==> src/rtl/pipeline_pkg.sv <==
// -----------------------------------------------------------------------------
// pipeline_pkg
//   Shared constants for the pipeline stage buses:
//   - bus widths for execute->memory, memory->write-back and the memory-stage
//     forwarding zip
//   - load-width encodings carried in mem_re
//   - bit offsets of the fields packed into es2ms_bus
// -----------------------------------------------------------------------------
package pipeline_pkg;

    localparam int ES2MS_W  = 76;
    localparam int MS2WS_W  = 70;
    localparam int MS_ZIP_W = 38;

    // mem_re load-width codes (byte-enable style)
    localparam logic [3:0] MEM_RE_B = 4'h1;
    localparam logic [3:0] MEM_RE_H = 4'h3;
    localparam logic [3:0] MEM_RE_W = 4'hf;

    // es2ms_bus field offsets
    localparam int ES_PC_LSB        = 0;
    localparam int ES_ALU_LSB       = 32;
    localparam int ES_WADDR_LSB     = 64;
    localparam int ES_RF_WE         = 69;
    localparam int ES_MEM_RE_LSB    = 70;
    localparam int ES_MEM_RE_S      = 74;
    localparam int ES_RES_FROM_MEM  = 75;

endpackage

==> src/rtl/load_align.sv <==
// -----------------------------------------------------------------------------
// load_align
//   Combinational load-data aligner: picks the addressed byte/half/word out
//   of a 32-bit read word and sign- or zero-extends it.
// Ports:
//   raw      in  32  read word from memory (or the held copy)
//   addr_lo  in  2   low address bits of the access
//   mem_re   in  4   load width code (byte / half / word, anything else = none)
//   mem_re_s in  1   1 = sign-extend, 0 = zero-extend (ignored for words)
//   value    out 32  aligned, extended load value (0 for non-load codes)
// -----------------------------------------------------------------------------
module load_align
    import pipeline_pkg::*;
(
    input  logic [31:0] raw,
    input  logic [1:0]  addr_lo,
    input  logic [3:0]  mem_re,
    input  logic        mem_re_s,
    output logic [31:0] value
);

    logic [31:0] shifted;
    logic [15:0] half;

    always_comb begin
        shifted = raw >> {addr_lo, 3'b000};
        // Halfword select uses only addr_lo[1]; an odd byte offset is ignored.
        half    = addr_lo[1] ? raw[31:16] : raw[15:0];
        value   = 32'h0;
        case (mem_re)
            MEM_RE_B: value = {{24{mem_re_s & shifted[7]}}, shifted[7:0]};
            MEM_RE_H: value = {{16{mem_re_s & half[15]}}, half};
            MEM_RE_W: value = shifted;
            default:  value = 32'h0;
        endcase
    end

endmodule

==> src/rtl/mem_stage_reg.sv <==
// -----------------------------------------------------------------------------
// mem_stage_reg
//   Memory-access pipeline stage. Latches the execute-stage bus, aligns and
//   extends the synchronous SRAM read data, selects the register write value
//   and hands it to write-back. Because the SRAM output is only valid in the
//   first cycle a load sits here, that word is captured into a hold register
//   if write-back stalls us during that cycle.
// Ports:
//   clk              in  1   clock
//   resetn           in  1   synchronous active-low reset
//   ms_allowin       out 1   stage can accept a new instruction
//   es2ms_valid      in  1   execute stage offers a valid instruction
//   es2ms_bus        in  76  {res_from_mem, mem_re_s, mem_re, rf_we, rf_waddr,
//                             alu_result, pc}
//   data_sram_rdata  in  32  SRAM read word
//   ms2ws_valid      out 1   valid instruction offered to write-back
//   ms2ws_bus        out 70  {rf_we, rf_waddr, final_result, pc}
//   ws_allowin       in  1   write-back can accept
//   ms_rf_zip        out 38  {rf_we & ms_valid, rf_waddr, final_result}
// -----------------------------------------------------------------------------
module mem_stage_reg
    import pipeline_pkg::*;
(
    input  logic                 clk,
    input  logic                 resetn,
    output logic                 ms_allowin,
    input  logic                 es2ms_valid,
    input  logic [ES2MS_W-1:0]   es2ms_bus,
    input  logic [31:0]          data_sram_rdata,
    output logic                 ms2ws_valid,
    output logic [MS2WS_W-1:0]   ms2ws_bus,
    input  logic                 ws_allowin,
    output logic [MS_ZIP_W-1:0]  ms_rf_zip
);

    logic                ms_valid_q,    ms_valid_d;
    logic [ES2MS_W-1:0]  es_bus_q,      es_bus_d;
    logic                first_cycle_q, first_cycle_d;
    logic                hold_valid_q,  hold_valid_d;
    logic [31:0]         hold_data_q,   hold_data_d;

    logic        ms_ready_go;
    logic        accept;

    // Decoded fields of the latched bus
    logic        res_from_mem;
    logic        mem_re_s;
    logic [3:0]  mem_re;
    logic        rf_we;
    logic [4:0]  rf_waddr;
    logic [31:0] alu_result;
    logic [31:0] pc;

    logic [31:0] raw_word;
    logic [31:0] load_value;
    logic [31:0] final_result;

    assign ms_ready_go = 1'b1;
    assign ms_allowin  = ~ms_valid_q | (ms_ready_go & ws_allowin);
    assign ms2ws_valid = ms_valid_q & ms_ready_go;
    assign accept      = es2ms_valid & ms_allowin;

    assign res_from_mem = es_bus_q[ES_RES_FROM_MEM];
    assign mem_re_s     = es_bus_q[ES_MEM_RE_S];
    assign mem_re       = es_bus_q[ES_MEM_RE_LSB +: 4];
    assign rf_we        = es_bus_q[ES_RF_WE];
    assign rf_waddr     = es_bus_q[ES_WADDR_LSB +: 5];
    assign alu_result   = es_bus_q[ES_ALU_LSB +: 32];
    assign pc           = es_bus_q[ES_PC_LSB +: 32];

    // After the first cycle of a stalled load the SRAM port belongs to the
    // execute stage again, so the captured copy must be used instead.
    assign raw_word = hold_valid_q ? hold_data_q : data_sram_rdata;

    load_align u_load_align (
        .raw      (raw_word),
        .addr_lo  (alu_result[1:0]),
        .mem_re   (mem_re),
        .mem_re_s (mem_re_s),
        .value    (load_value)
    );

    assign final_result = res_from_mem ? load_value : alu_result;

    assign ms2ws_bus = {rf_we, rf_waddr, final_result, pc};
    assign ms_rf_zip = {rf_we & ms_valid_q, rf_waddr, final_result};

    always_comb begin
        ms_valid_d    = ms_allowin ? es2ms_valid : ms_valid_q;
        // A bubble leaves the old bus contents in place; only ms_valid drops.
        es_bus_d      = accept ? es2ms_bus : es_bus_q;
        first_cycle_d = accept;
        hold_valid_d  = hold_valid_q;
        hold_data_d   = hold_data_q;
        if (accept) begin
            hold_valid_d = 1'b0;
        end else if (ms_valid_q && first_cycle_q && !ws_allowin) begin
            hold_valid_d = 1'b1;
            hold_data_d  = data_sram_rdata;
        end
    end

    always_ff @(posedge clk) begin
        if (!resetn) begin
            ms_valid_q    <= 1'b0;
            es_bus_q      <= '0;
            first_cycle_q <= 1'b0;
            hold_valid_q  <= 1'b0;
            hold_data_q   <= 32'h0;
        end else begin
            ms_valid_q    <= ms_valid_d;
            es_bus_q      <= es_bus_d;
            first_cycle_q <= first_cycle_d;
            hold_valid_q  <= hold_valid_d;
            hold_data_q   <= hold_data_d;
        end
    end

endmodule

==> config.mk <==
export PLATFORM = sky130hd
export DESIGN_NAME = mem_stage_reg
export DESIGN_NICKNAME = d
export VERILOG_FILES = /design/src/rtl/pipeline_pkg.sv /design/src/rtl/load_align.sv /design/src/rtl/mem_stage_reg.sv
export SDC_FILE = /design/constraint.sdc
export NUM_CORES = 1
export LEC_CHECK = 0
export CELL_PAD_IN_SITES_DETAIL_PLACEMENT = 1
export CELL_PAD_IN_SITES_GLOBAL_PLACEMENT = 1
export CORE_ASPECT_RATIO = 0.9
export CORE_MARGIN = 2
export CORE_UTILIZATION = 37
export DETAILED_ROUTE_END_ITERATION = 8
export HOLD_SLACK_MARGIN = 0.08
export PLACE_DENSITY = 0.95
export SYNTH_ARGS = -nofsm -noshare
export SYNTH_HDL_FRONTEND = slang
export SYNTH_SLANG_ARGS = --single-unit
export TNS_END_PERCENT = 1
==> constraint.sdc <==
create_clock -name clk -period 3 [get_ports clk]
set_input_delay 0.6 -clock clk [delete_from_list [all_inputs] [get_ports clk]]
set_output_delay 0.6 -clock clk [all_outputs]
set_load 0.03 [all_outputs]
# Word level (Yosys, flattened, before mapping)
# Index checks and enable logic that the tools add are counted.
dict set report totals {
  regBits 111
  input_bits 112
}
dict set report op_classes {
  eq_ne 3
  n_shift 1
  mux 4
  bitwise 8
  n_reduce_logical 5
}
# cell n
set op_table {}
lappend op_table {{32-bit case mux with 3 select lines} 1}
lappend op_table {{32-bit two-way mux} 2}
lappend op_table {{32-bit by 5-bit >> shifter with 32-bit output} 1}
lappend op_table {{16-bit two-way mux} 1}
lappend op_table {{1-bit bitwise AND} 4}
lappend op_table {{4-bit by 1-bit == test with 1-bit output (second input constant)} 1}
lappend op_table {{4-bit by 2-bit == test with 1-bit output (second input constant)} 1}
lappend op_table {{4-bit == test (second input constant)} 1}
lappend op_table {{1-bit NOT} 3}
lappend op_table {{1-bit logical AND} 2}
lappend op_table {{2-bit AND reduction} 1}
lappend op_table {{2-bit OR reduction} 1}
lappend op_table {{1-bit logical NOT} 1}
lappend op_table {{1-bit bitwise OR} 1}

# Logic depth before layout (Yosys ltp)
dict set report logic_depth {
  word_depth 5
  ltp_mapped 8
  depth_no_buf 4
}

# Cells and area by module
# Synthesis repeated with hierarchy kept, for this count alone.
dict set report hier_totals {
  cells_unflattened 742
  hier_area_um2 6402.4
}
# module n_inst cells_per_inst area_per_inst_um2
set by_module_without_submodules {}
lappend by_module_without_submodules {mem_stage_reg 1 632 5574.1}
lappend by_module_without_submodules {load_align 1 110 828.3}

# Worst setup path before layout
# OpenSTA, ideal clock, no wires.
dict set report synth_timing {
  kind {register -> output}
  start {register es_bus_q[32]}
  end {output ms_rf_zip[7]}
  t_arrival_ns 2.121
  required_time_ns 2.400
  slack_ns 0.279
  path_stages_with_launch 8
  n_path_buf 3
  cell_sequence {dfxtp_1 > buf_6 > buf_6 > mux2i_1 > a22oi_1 > nand2_1 > o31ai_1 > buf_4}
}
dict set report synth_via {
  elab_chain_cells 3
}
# element line_no
set synth_rtl {}
lappend synth_rtl {{start: declaration} mem_stage_reg.sv:37} ;# logic [ES2MS_W-1:0] es_bus_q, es_bus_d;
lappend synth_rtl {{start signal: assignment} mem_stage_reg.sv:112} ;# es_bus_q <= es_bus_d;
lappend synth_rtl {{32-bit by 5-bit >> shifter with 32-bit output} load_align.sv:26} ;# shifted = raw >> {addr_lo, 3'b000};
lappend synth_rtl {{32-bit case mux with 3 select lines} load_align.sv:30} ;# case (mem_re)
lappend synth_rtl {{32-bit two-way mux} mem_stage_reg.sv:83} ;# assign final_result = res_from_mem ? load_value : alu_result;
lappend synth_rtl {{end: declaration} mem_stage_reg.sv:33} ;# output logic [MS_ZIP_W-1:0] ms_rf_zip
# No other way between the ends.

# Worst setup path after layout
dict set report layout_timing {
  start {input data_sram_rdata[22]}
  end {output ms_rf_zip[6]}
}
dict set report layout_via {
  elab_chain_cells 4
  word_cells_on_any_way 5
  classes_between {1 x shift; 4 x mux}
}
# element line_no
set layout_rtl {}
lappend layout_rtl {{start: declaration} mem_stage_reg.sv:29} ;# input logic [31:0] data_sram_rdata,
lappend layout_rtl {{32-bit two-way mux *} mem_stage_reg.sv:73} ;# assign raw_word = hold_valid_q ? hold_data_q : data_sram_rdata;
lappend layout_rtl {{32-bit by 5-bit >> shifter with 32-bit output / 16-bit two-way mux (equally long branches)} {load_align.sv:26, load_align.sv:28}}
lappend layout_rtl {{32-bit case mux with 3 select lines *} load_align.sv:30}
lappend layout_rtl {{32-bit two-way mux *} mem_stage_reg.sv:83}
# Mark *: on every way between the ends. The rest lies on a longest branch, timed or not.

==> impl_metrics.env <==
export IMPL_status="finished with violations"
export IMPL_violations="setup timing"
export IMPL_setup_viol=4
export IMPL_worstPathBufferInverterCount=2
export IMPL_die_h_um=125
export IMPL_ir_drop_mv=0.311
export IMPL_first_iter_violations=481
export IMPL_port_buffers=221
export IMPL_die_w_um=139
export IMPL_clock_latency_ns=0.36
export IMPL_async_reset_ff_share_pct=0
export IMPL_rsz0062_at_grt="yes"
export IMPL_grt_max_degree=78
export IMPL_fin_area_um2=8360
export IMPL_fin_ws_ns=-0.0366
export IMPL_antenna_left=0
export IMPL_vias=5496
export IMPL_drv_cap=0
export IMPL_placed_area_um2=7980
export IMPL_synth_edf_count=0
export IMPL_syn_num_nets=691
export IMPL_cp_start_kind="input pin"
export IMPL_post_route_util_pct=52.0
export IMPL_h_tree_depth=3
export IMPL_grt_overflow_total=0
export IMPL_syn_area_per_cell_um2=10.5
export IMPL_min_period_over_period_pct=101
export IMPL_yosys_warnings=0
export IMPL_dp_slack_ns=-0.322
export IMPL_fmax_mhz=329
export IMPL_gp_congestion=0.889
export IMPL_cts_tree="built"
export IMPL_tightest_slew_ns=0.683
export IMPL_vias_per_cell=5.78
export IMPL_ios=222
export IMPL_clock_path_buffers=2
export IMPL_end_kind="output port"
export IMPL_maxSlewHeadroom_pct=54.2
export IMPL_max_stage_delay_ns=0.50
export IMPL_drive_gt1_share_pct=28.9
export IMPL_syn_area_um2=6060
export IMPL_start_util_pct=37.7
export IMPL_first_pass_iters=5
export IMPL_power_density_nw_per_um2=448
export IMPL_final_nets=850
export IMPL_cts_sinks=111
export IMPL_post_drt_wl_per_cell_um=24.0
export IMPL_core_area_um2=16100
export IMPL_netlist_instances=579
export IMPL_cp_slowest_cell="mux4_2"
export IMPL_hp_class="flip-flop to flip-flop"
export IMPL_total_power_mw=3.74
export IMPL_fin_skew_ns=0.00787
export IMPL_post_route_min_period_ns=3.04
export IMPL_synth_seq_cells=111
export IMPL_first_global_vias=5762
export IMPL_path_clk_slew_ns=0.08
export IMPL_worstSetupPathType="input pin to output port"
export IMPL_numCtsBuffers=9
export IMPL_num_rows=44
export IMPL_p_leak_nw=3.19
export IMPL_seq_area_frac_synth_pct=36.6
export IMPL_ys_types=43
export IMPL_dieArea_um2=17400
export IMPL_wirelength_um=22800
export IMPL_track_usage_pct=25.0
export IMPL_grt_pass1_wl_um=34200
export IMPL_synthFlopType="dfxtp_1"
export IMPL_arrival_ns=2.44
export IMPL_final_max_slew_viol_count=0
export IMPL_path_max_fanout=4
export IMPL_cts_root_buf="clkbuf_16"
export IMPL_hold_violations=0
export IMPL_setup_tns_ns=-0.0898
export IMPL_antenna_found_initial=1
export IMPL_hpwl_um=16100
export IMPL_crit_required_ns=2.40
export IMPL_drcViolationCount=0
export IMPL_path_cells="clkdlybuf4s50_1, mux4_2, mux2i_1, nor2_1, a221o_1, clkdlybuf4s15_2"
export IMPL_syn_to_final_growth_pct=37.8
export IMPL_critPathTopFamily="buffers and inverters"
## power by group
| group | leakage (nW) | total [mW] | switching, mW | internal, mW |
|---|---|---|---|---|
| Clock | 0.145 | 1.24 | 0.640 | 0.596 |
| Combinational | 2.13 | 0.901 | 0.457 | 0.444 |
| Sequential | 0.911 | 1.60 | 0.0595 | 1.54 |
## registers in the layout (all words and copies together), names as in the netlist
| register | cells |
|---|---|
| es_bus_q | 76 |
| hold_data_q | 32 |
| first_cycle_q | 1 |
| hold_valid_q | 1 |
| ms2ws_valid | 1 |
## cell families after synthesis
family,count (synthesis),share of synthesized area (%)
flops,111,36.6
simple gates,109,7.76
compound gates,174,25.6
buf+inv,129,14.3
mux,56,15.8
## placed cells by master (no fill, tap or decap), types with 3 or more instances in the layout
cell             Yosys  layout
mux4_2              30      30
dlymetal6s2s_1       0       3
a222oi_1             7       7
a22o_1              75      75
o211ai_1             3       3
nor2_1              10      10
and2_1               3       3
nand2_1             79      79
buf_12               1       6
o211ai_2            13      13
clkbuf_16            0       9
nand3_1              4       4
a221o_1              7       7
inv_1                4       4
inv_8                0       5
dfxtp_1            111     108
mux2_2              16      16
a22oi_2              7       8
mux2i_1             10       9
buf_4               80      99
a21boi_0            34      34
clkdlybuf4s50_1      0     154
clkdlybuf4s15_2      0       6
a22oi_1             17      16
## final cells by class
cell class,instances,area (um2)
clock buffer,9,225
sequential,111,2230
fill,1696,7720
tap,207,259
inverter,4,15.0
timing repair buffer,273,2550
antenna,1,2.50
clock inverter,7,72.6
multi-input combinational,339,3000
## synthesized netlist by cell type, drive strengths merged, types with 3 or more instances
| master | n | share of area, % |
|---|---|---|
| inv | 4 | 0.25 |
| o211ai | 16 | 3.1 |
| nand3 | 6 | 0.66 |
| buf | 101 | 13 |
| nor2 | 10 | 0.62 |
| a222oi | 7 | 1.2 |
| mux4 | 30 | 11 |
| a221o | 7 | 1.2 |
| mux2i | 10 | 1.7 |
| nand2 | 79 | 4.9 |
| dfxtp | 111 | 37 |
| mux2 | 16 | 3.0 |
| clkbuf | 24 | 1.5 |
| a22oi | 24 | 3.5 |
| a21boi | 35 | 4.4 |
| nor3 | 3 | 0.33 |
| and2 | 3 | 0.31 |
| o21ai | 3 | 0.31 |
| a22o | 76 | 11 |
## what timing repair did
item	CTS	global route
hold buffers	0	0
setup buffers	0	5
gates resized for setup	27	12
pin swaps	1	7
setup endpoints to repair	63	59
## through the flow
stage / instances / hold slack [ns]
after global placement: 929 / 0.459
after CTS: 945 / 0.482
after detailed placement: 929 / 0.465
after global routing: 951 / 0.509
final: 951 / 0.484
after floorplan: 579 / 0.450
## final timing paths
kind                        startpoint                   endpoint  slack [ns]  cells after the start
max                data_sram_rdata[22]               ms_rf_zip[6]       -0.04                      6
min          es_bus_q[24]$_SDFFE_PN0P_  es_bus_q[24]$_SDFFE_PN0P_        0.48                      1
max reg2reg   ms2ws_valid$_SDFFE_PN0N_  es_bus_q[72]$_SDFFE_PN0P_        1.32                      5
min reg2reg  es_bus_q[24]$_SDFFE_PN0P_  es_bus_q[24]$_SDFFE_PN0P_        0.48                      1
## metal layers
layer	GRT usage (%)	vias to the layer above	routed length [um]
li1	-	2414	-
met1	32.5	2808	9640
met2	42.6	241	11500
met3	4.86	33	1210
met4	6.60	0	418
met5	0	-	0
Note: power is estimated with default switching activity, not from simulation.
